File: src/rtl/menu_cursor_if.sv
// Button inputs and cursor/command outputs of the battle-menu cursor.
// The master side drives the buttons; the slave side (menu_cursor) produces the cursor bus.
interface menu_cursor_if;
  logic       btn_left;
  logic       btn_right;
  logic       btn_up;
  logic       btn_down;
  logic       btn_select;
  logic [9:0] x;
  logic [8:0] y;
  logic       enter;
  logic [2:0] slot;
  logic       busy;

  modport master (
    output btn_left, btn_right, btn_up, btn_down, btn_select,
    input  x, y, enter, slot, busy
  );

  modport slave (
    input  btn_left, btn_right, btn_up, btn_down, btn_select,
    output x, y, enter, slot, busy
  );
endinterface

File: src/rtl/menu_cursor.sv
// Battle-menu cursor: synchronized button edges move a saturating 6-slot cursor, select emits one enter then locks out.
// Optional MENU_CURSOR_AUTOREPEAT_EN adds hold-to-repeat for a single held direction.
module menu_cursor #(
  parameter int LOCK_CYCLES   = 16
`ifdef MENU_CURSOR_AUTOREPEAT_EN
  , parameter int HOLD_CYCLES   = 5000000
  , parameter int REPEAT_CYCLES = 2500000
`endif
) (
  input  logic          clk,
  input  logic          reset,
  menu_cursor_if.slave  bus
);
  localparam int LW = (LOCK_CYCLES > 1) ? $clog2(LOCK_CYCLES) : 1;

  typedef enum logic [1:0] {IDLE, CONFIRM, LOCKOUT} state_t;

  // Button bit order: 0 right, 1 left, 2 down, 3 up, 4 select
  logic [4:0]    w_btn;
  logic [4:0]    r_sync1, r_sync2, r_prev;
  logic [4:0]    w_evt;
  logic [3:0]    w_dir;
  logic [3:0]    w_rpt;
  logic [2:0]    w_nslot;
  state_t        r_state;
  logic [LW-1:0] r_cnt;
  logic [2:0]    r_slot;
  logic [9:0]    r_x;
  logic [8:0]    r_y;
  logic          r_enter;

  assign w_btn = {bus.btn_select, bus.btn_up, bus.btn_down, bus.btn_left, bus.btn_right};
  assign w_evt = r_sync2 & ~r_prev;
  assign w_dir = w_evt[3:0] | w_rpt;

  function automatic logic [9:0] map_x(input logic [2:0] s);
    case (s)
      3'd0: map_x = 10'd88;
      3'd1: map_x = 10'd128;
      3'd3: map_x = 10'd48;
      3'd4: map_x = 10'd88;
      3'd5: map_x = 10'd128;
      default: map_x = 10'd8;
    endcase
  endfunction

  function automatic logic [8:0] map_y(input logic [2:0] s);
    map_y = (s == 3'd0 || s == 3'd1) ? 9'd22 : 9'd62;
  endfunction

  // Saturating moves; priority up > down > left > right
  always_comb begin
    w_nslot = r_slot;
    if (w_dir[3]) begin
      if (r_slot == 3'd4) w_nslot = 3'd0;
      else if (r_slot == 3'd5) w_nslot = 3'd1;
    end else if (w_dir[2]) begin
      if (r_slot == 3'd0) w_nslot = 3'd4;
      else if (r_slot == 3'd1) w_nslot = 3'd5;
    end else if (w_dir[1]) begin
      if (r_slot == 3'd1 || r_slot == 3'd3 || r_slot == 3'd4 || r_slot == 3'd5)
        w_nslot = r_slot - 3'd1;
    end else if (w_dir[0]) begin
      if (r_slot == 3'd0 || r_slot == 3'd2 || r_slot == 3'd3 || r_slot == 3'd4)
        w_nslot = r_slot + 3'd1;
    end
  end

  always_ff @(posedge clk) begin
    if (reset) begin
      r_sync1 <= '0;
      r_sync2 <= '0;
      r_prev  <= '0;
      r_state <= IDLE;
      r_cnt   <= '0;
      r_slot  <= 3'd2;
      r_x     <= 10'd8;
      r_y     <= 9'd62;
      r_enter <= 1'b0;
    end else begin
      r_sync1 <= w_btn;
      r_sync2 <= r_sync1;
      r_prev  <= r_sync2;
      case (r_state)
        IDLE: begin
          r_enter <= 1'b0;
          if (w_evt[4]) begin
            r_state <= CONFIRM;
            r_enter <= 1'b1;
          end else if (|w_dir) begin
            r_slot <= w_nslot;
            r_x    <= map_x(w_nslot);
            r_y    <= map_y(w_nslot);
          end
        end
        CONFIRM: begin
          r_enter <= 1'b0;
          r_cnt   <= LW'(LOCK_CYCLES - 1);
          r_state <= LOCKOUT;
        end
        LOCKOUT: begin
          r_enter <= 1'b0;
          if (r_cnt == '0) r_state <= IDLE;
          else             r_cnt   <= r_cnt - 1'b1;
        end
        default: begin
          r_enter <= 1'b0;
          r_state <= IDLE;
        end
      endcase
    end
  end

`ifdef MENU_CURSOR_AUTOREPEAT_EN
  logic [31:0] r_hold;
  logic        r_rep;
  logic        w_run;
  logic [31:0] w_lim;

  // Counter runs only while exactly one direction is held steady in IDLE
  assign w_run = (r_state == IDLE) && $onehot(r_sync2[3:0]) && !r_sync2[4] && (r_sync2 == r_prev);
  assign w_lim = r_rep ? 32'(REPEAT_CYCLES - 1) : 32'(HOLD_CYCLES - 1);
  assign w_rpt = (w_run && r_hold == w_lim) ? r_sync2[3:0] : 4'b0;

  always_ff @(posedge clk) begin
    if (reset || !w_run) begin
      r_hold <= '0;
      r_rep  <= 1'b0;
    end else if (|w_rpt) begin
      r_hold <= '0;
      r_rep  <= 1'b1;
    end else begin
      r_hold <= r_hold + 32'd1;
    end
  end
`else
  assign w_rpt = 4'b0;
`endif

  assign bus.x     = r_x;
  assign bus.y     = r_y;
  assign bus.slot  = r_slot;
  assign bus.enter = r_enter;
  assign bus.busy  = (r_state != IDLE);
endmodule

File: src/flat_wrapper.sv
// flat-port wrapper written by rule: the top's interface ports become plain ports
module menu_cursor_flat 
#(
  parameter int LOCK_CYCLES   = 16

)
  (clk, reset, bus_btn_left, bus_btn_right, bus_btn_up, bus_btn_down, bus_btn_select, bus_x, bus_y, bus_enter, bus_slot, bus_busy);
  menu_cursor_if bus_i ();
  input  logic clk;
  input  logic reset;
  input wire logic [$bits(bus_i.btn_left)-1:0] bus_btn_left;
  input wire logic [$bits(bus_i.btn_right)-1:0] bus_btn_right;
  input wire logic [$bits(bus_i.btn_up)-1:0] bus_btn_up;
  input wire logic [$bits(bus_i.btn_down)-1:0] bus_btn_down;
  input wire logic [$bits(bus_i.btn_select)-1:0] bus_btn_select;
  output wire logic [$bits(bus_i.x)-1:0] bus_x;
  output wire logic [$bits(bus_i.y)-1:0] bus_y;
  output wire logic [$bits(bus_i.enter)-1:0] bus_enter;
  output wire logic [$bits(bus_i.slot)-1:0] bus_slot;
  output wire logic [$bits(bus_i.busy)-1:0] bus_busy;
  assign bus_i.btn_left = bus_btn_left;
  assign bus_i.btn_right = bus_btn_right;
  assign bus_i.btn_up = bus_btn_up;
  assign bus_i.btn_down = bus_btn_down;
  assign bus_i.btn_select = bus_btn_select;
  assign bus_x = bus_i.x;
  assign bus_y = bus_i.y;
  assign bus_enter = bus_i.enter;
  assign bus_slot = bus_i.slot;
  assign bus_busy = bus_i.busy;
  menu_cursor #(.LOCK_CYCLES(LOCK_CYCLES)) u_core (.clk(clk), .reset(reset), .bus(bus_i));
endmodule
File: config.mk
export PLATFORM = sky130hd
export DESIGN_NAME = menu_cursor_flat
export DESIGN_NICKNAME = d
export VERILOG_FILES = /design/src/rtl/menu_cursor_if.sv /design/src/rtl/menu_cursor.sv /design/src/flat_wrapper.sv
export SDC_FILE = /design/constraint.sdc
export NUM_CORES = 1
export LEC_CHECK = 0
export ABC_AREA = 1
export CORE_UTILIZATION = 35
export DETAILED_ROUTE_END_ITERATION = 7
export DONT_BUFFER_PORTS = 1
export GPL_TIMING_DRIVEN = 0
export PLACE_DENSITY = 0.53
export SKIP_CTS_REPAIR_TIMING = 1
export SLEW_MARGIN = 20
export SYNTH_ARGS = -nofsm -noshare
export SYNTH_HDL_FRONTEND = slang
export SYNTH_SLANG_ARGS = --single-unit
File: constraint.sdc
create_clock -name clk -period 1.9 [get_ports clk]
set_input_delay 0.285 -clock clk [delete_from_list [all_inputs] [get_ports clk]]
set_output_delay 0.285 -clock clk [all_outputs]
set_load 0.005 [all_outputs]
==> results of run 1 <==
-- worst max path at each step --
stage | end | slack (ns) | cells after the start
after floorplan | u_core.bus.x[4] | 0.18 | 15
after global placement | u_core.bus.slot[1] | -0.08 | 15
after detailed placement | u_core.bus.slot[1] | -0.05 | 15
after CTS | u_core.bus.slot[1] | -0.08 | 15
after global routing | u_core.bus.slot[1] | -0.01 | 15
final | u_core.bus.slot[1] | 0.17 | 15
-- cell usage in the layout, fill, tap and decap left out, drive strengths merged --
cell type,instances
o21a,1
dfxtp,31
nand4,6
clkinvlp,2
a31oi,1
a41oi,1
nor2,33
conb,12
nand2,53
o211ai,1
nor4,2
inv,39
nand3,14
clkbuf,8
clkinv,1
or2,2
ha,5
a221oi,1
a21oi,9
buf,16
o21ai,6
-- registers in the layout, summed over array words and instances, names as in the netlist --
register          cells
u_core.r_sync1        5
u_core.bus.slot       3
u_core.r_state        2
u_core.r_prev         5
u_core.bus.y          1
u_core.r_sync2        5
u_core.bus.enter      1
u_core.bus.x          5
u_core.r_cnt          4
-- worst max-delay path, stage by stage, from the launching register on --
cell and delay (ns):
dfxtp_4 0.37, buf_6 0.11, inv_2 0.05, ha_1 0.28, inv_1 0.07, nand2_1 0.05, nand3_1 0.07, nand2_1 0.05
nand2_1 0.07, nand3_2 0.08, nand2_2 0.11, nor2_4 0.05, inv_1 0.05, nand2_1 0.06, inv_1 0.07, o21ai_0 0.07
-- per-stage QoR --
stage	hold WS (ns)	instance area (um^2)	total power, uW
2_1_floorplan	0.357	1600	899
3_3_place_gp	0.359	1660	942
3_5_place_dp	0.360	1660	942
4_1_cts	0.0519	1750	1450
5_1_grt	0.0504	1780	1530
6_report	0.0596	1780	1450
-- per-layer routing --
layer	wire, um	vias to the layer above
li1	-	706
met1	1520	537
met4	58	0
met2	1260	22
met5	0	-
met3	124	6
-- area by class of cell --
type                       count  area [um^2]  share of cell area [%]
buffer                        17          120                    6.76
multi-input combinational    147          716                    40.3
tap                           50         62.6                    3.52
inverter                      39          146                    8.24
sequential                    31          628                    35.4
clock buffer                   5         68.8                    3.87
clock inverter                 3         20.0                    1.13
timing repair buffer           2         15.0                   0.845
-- cell families (layout without fill, tap and decap cells) --
logic type	after synthesis	in the layout	share of synthesized area (%)
buf+inv	56	66	16.7
simple gates	110	110	31.7
fa+ha+maj	5	5	4.01
compound gates	20	20	7.30
flops	31	31	39.8
other cells	2	12	0.482
-- power by group through the flow --
stage | combinational, uW | sequential [uW] | clock [uW]
2_1_floorplan | 178 | 721 | 0
4_1_cts | 214 | 715 | 525
3_3_place_gp | 213 | 729 | 0
5_1_grt | 254 | 720 | 556
6_report | 220 | 715 | 511
3_5_place_dp | 212 | 729 | 0
==> results.yml, run 1 <==
run_status:
  status: "finished, final reports clean"
power:
  power.share.combinational_pct: 15.2
  power.density_nw_per_um2: 814
  seqPwrFrac_pct: 49.5
  ir_worst_vdd_v: 0.000459
  p_leak_uw: 0.000855
  switchingPower_uw: 419
  intPower_uw: 1030
  p_clk_share_pct: 35.4
  p_sw_share_pct: 29.0
clock_network:
  clkSinkCount: 31
  clk_latency_ns: 0.29
  clk_pin_slew_ns: 0.07
  numCtsBuffers: 5
  ctsHtreeMaxLevel: 2
  cts_tree: "built"
  cts.path.max_buffers: 2
  cts-root-buf: "clkbuf_8"
routing:
  wl_per_cell_um: 10.1
  avgViaCountPerCell: 4.32
  antenna_left: 0
  drt_iter0_markers: 79
  dr.pass1.iters: 4
  num_vias: 1271
  drt-total-wl_um: 2960
  drc: 0
sta:
  finalClockSkew_ns: 0.00969
  hold_violations: 0
  fin_crit_sh_pct: 90.8
  finalWorstSetupSlack_ns: 0.175
  drv_slew: 0
  min_period_ns: 1.73
  tns_ns: 0
  fmax_ghz: 0.580
  setup_viol: 0
floorplanning:
  core_area_um2: 4140
  initial_utilization_pct: 37.6
  pin_count: 31
  die_y_um: 68.7
  die_x_um: 68.7
  die_area_um2: 4730
  num_rows: 23
synthesis:
  synth_top_area_cell: "dfxtp_1"
  synth_common_cells: "51 x nand2_1, 37 x inv_1, 31 x dfxtp_1"
  synth_edf_count: 0
  synth_top_area_share_pct: 39.8
  synth_most_common_cell: "nand2_1"
  synthArstFlopShare_pct: 0
  ys_seq_area_share_pct: 39.8
  synthDistinctLibCells: 26
  yosys_warnings: 0
  avgSynthCellArea_um2: 6.96
  synth_area_leaders: "dfxtp_1 40%, nand2_1 12%, inv_1 8.9%"
  ys_seq_elements: 31
  syn_area_um2: 1560
  ys.flop_type: "dfxtp_1"
  synthCells: 224
worst_setup_path:
  rr_worst_depth: 15
  rrSetupSlack_ns: 0.17
  crit_required_ns: 2.07
  critPathLaunch: "u_core.bus.slot[0]"
  crit_type: "flip-flop to flip-flop"
  rr_endpoint: "u_core.bus.slot[1]"
  crit_path_start_kind: "flip-flop"
  cp-end-kind: "flip-flop"
  cp.arrival_ns: 1.89
  path_max_fanout: 4
  r2r-start: "u_core.bus.slot[0]"
grt:
  grt_use_met1_pct: 18.9
  grt_pass1_vias: 1043
  grt_pass1_wl_um: 4690
  track_usage_pct: 13.9
  grt_max_degree: 12
  grt_util_met2_pct: 19.7
  antenna_found_initial: 0
  grt-ovfl-total: 0
  use_met3_pct: 4.44
  grt.busiest_layer: "met2"
placement:
  place_hpwl_um: 2180
  dp_cells: 284
  gp_congestion: 0.791
  port_buffers: 0
  pre_cts_ws_ns: -0.0529
worst_hold_path:
  hp-start: "reset"
  worstHoldPathCells: 1
  hold_path_class: "input port to flip-flop"
  hold-path-endpoint: "u_core.r_state[1]"
flow_run:
  drv_cap: 0
cells_and_area:
  utilization_pct: 42.9
  drive_gt1_share_pct: 15.6
  syn_to_final_growth_pct: 14.0
  n_antenna_cell: 0
  final_cells: 294
  fin_nets: 255
  fill_cells: 440
Note: power is estimated with default switching activity, not from simulation.
==> run 2: changes to the inputs <==
- CTS_CLUSTER_SIZE: not set -> 10
- clock period: 1.9 -> 1.7 ns (I/O delays scaled with it)
==> results.yml, run 2 (synthesis gave the netlist of run 1 again) <==
floorplanning:
  die_y_um: 68.7
  core_area_um2: 4140
  initial_utilization_pct: 37.6
  num_rows: 23
  die_x_um: 68.7
  die_area_um2: 4730
  pin_count: 31
grt:
  track_usage_pct: 14.8
  grt_pass1_vias: 1127
  grt_max_degree: 11
  grt_pass1_wl_um: 5000
  grt-ovfl-total: 0
  antenna_found_initial: 0
routing:
  antenna_left: 0
  drt_iter0_markers: 82
  avgViaCountPerCell: 4.41
  wl_per_cell_um: 10.3
  drt-total-wl_um: 3050
  drc: 0
  dr.pass1.iters: 4
  num_vias: 1300
worst_setup_path:
  path_depth: 15
  cp-end-kind: "flip-flop"
  cp.arrival_ns: 1.90
  crit_path_start_kind: "flip-flop"
  critPathMostFrequentCell: "nand2_1"
  path_max_fanout: 4
  critical_path.max_stage_delay_ns: 0.38
  cpMaxStageDelayCell: "dfxtp_4"
  rr_worst_depth: 15
  critical_path.top_delay_family: "simple AND/OR/NAND/NOR gates"
  crit_type: "flip-flop to flip-flop"
  cp_num_buf_inv: 3
  crit_required_ns: 1.92
  cp_cell_sequence: "buf_8 > inv_8 > ha_4 > inv_4 > nand2_2 > nand3_2 > nand2_1 > nand2_1 > nand3_2 > nand2_2 > nor2_4 > nand2_1 > nor2_2 > nor2_1 > nor2_1"
placement:
  gp_congestion: 0.804
  placed_cell_area_um2: 1670
  pre_cts_ws_ns: -0.253
  port_buffers: 0
  place_hpwl_um: 2230
sta:
  finalWorstSetupSlack_ns: 0.0213
  setup_viol: 0
  fmax_ghz: 0.596
  fin_crit_sh_pct: 98.7
  hold_violations: 0
  min_period_ns: 1.68
  finalClockSkew_ns: 0.00293
  worst_pin_slew_ns: 0.502
  max_slew_margin_pct: 66.6
  grt_setup_unrepaired: "true"
  drv_slew: 0
clock_network:
  cts-root-buf: "clkbuf_8"
  clkSinkCount: 31
  clk_latency_ns: 0.28
  numCtsBuffers: 5
  ctsHtreeMaxLevel: 2
  cts.path.max_buffers: 2
  clk_pin_slew_ns: 0.07
  cts_tree: "built"
flow_run:
  drv_cap: 0
power:
  p_clk_share_pct: 37.3
  power.share.combinational_pct: 16.6
  p_sw_share_pct: 27.9
  power.density_nw_per_um2: 931
  switchingPower_uw: 485
  seqPwrFrac_pct: 46.1
  intPower_uw: 1250
  ir_worst_vdd_v: 0.000568
  p_leak_uw: 0.000873
cells_and_area:
  mostFrequentLayoutCell: "nand2_1"
  fin_nets: 256
  seqCellArea_um2: 629
  n_antenna_cell: 0
  multiInputGateArea_um2: 762
  fill_cells: 442
  final_area_um2: 1860
  drive_gt1_share_pct: 22.4
  layout_common_cells: "46 x nand2_1, 32 x inv_1, 29 x nor2_1"
  syn_to_final_growth_pct: 19.5
worst_hold_path:
  hold_path_class: "input port to flip-flop"
  worstHoldPathCells: 1
run_status:
  status: "finished, final reports clean"
[run 2: final cells by class]
cell class	count	share of cell area, %
inverters	39	8.53
plain buffers	17	6.65
clock buffers	7	5.17
flip-flops and latches	31	33.8
clock inverters	1	0.403
multi-input cells	147	40.9
repair buffers	3	1.21
well taps	50	3.36
[run 2: final timing paths]
check,endpoint,slack [ns],from
worst max register to register,u_core.bus.x[4],0.02,u_core.bus.slot[0]
worst min register to register,u_core.r_sync2[2],0.40,u_core.r_sync1[2]
worst max-delay path,u_core.bus.x[4],0.02,u_core.bus.slot[0]
worst min-delay path,u_core.r_state[1],0.03,reset
[run 2: routing by layer]
layer  GRT usage (%)  vias to the layer above  wire length, um
met4            6.12                        0               41
met5               0                        -                0
met3            5.10                        7              149
li1                -                      706                -
met2            21.3                       26             1300
met1            20.0                      561             1560
[run 2: power groups by stage]
stage | combinational [uW] | sequential (uW) | clock, uW
after floorplan | 202 | 806 | 0
after global placement | 241 | 815 | 0
after detailed placement | 244 | 815 | 0
after CTS | 245 | 799 | 668
after global routing | 325 | 806 | 696
final | 288 | 800 | 647
[run 2: through the flow]
| step | setup TNS (ns) | total power (uW) | instances | hold WS, ns | util (%) |
|---|---|---|---|---|---|
| floorplan | 0 | 1010 | 234 | 0.327 | - |
| global placement | -1.30 | 1060 | 284 | 0.329 | 40.2 |
| detailed placement | -1.44 | 1060 | 284 | 0.330 | 40.2 |
| CTS | -1.57 | 1710 | 292 | 0.0236 | 42.8 |
| global route | -0.281 | 1830 | 295 | 0.0214 | 45.0 |
| finish | 0 | 1730 | 295 | 0.0331 | 45.0 |
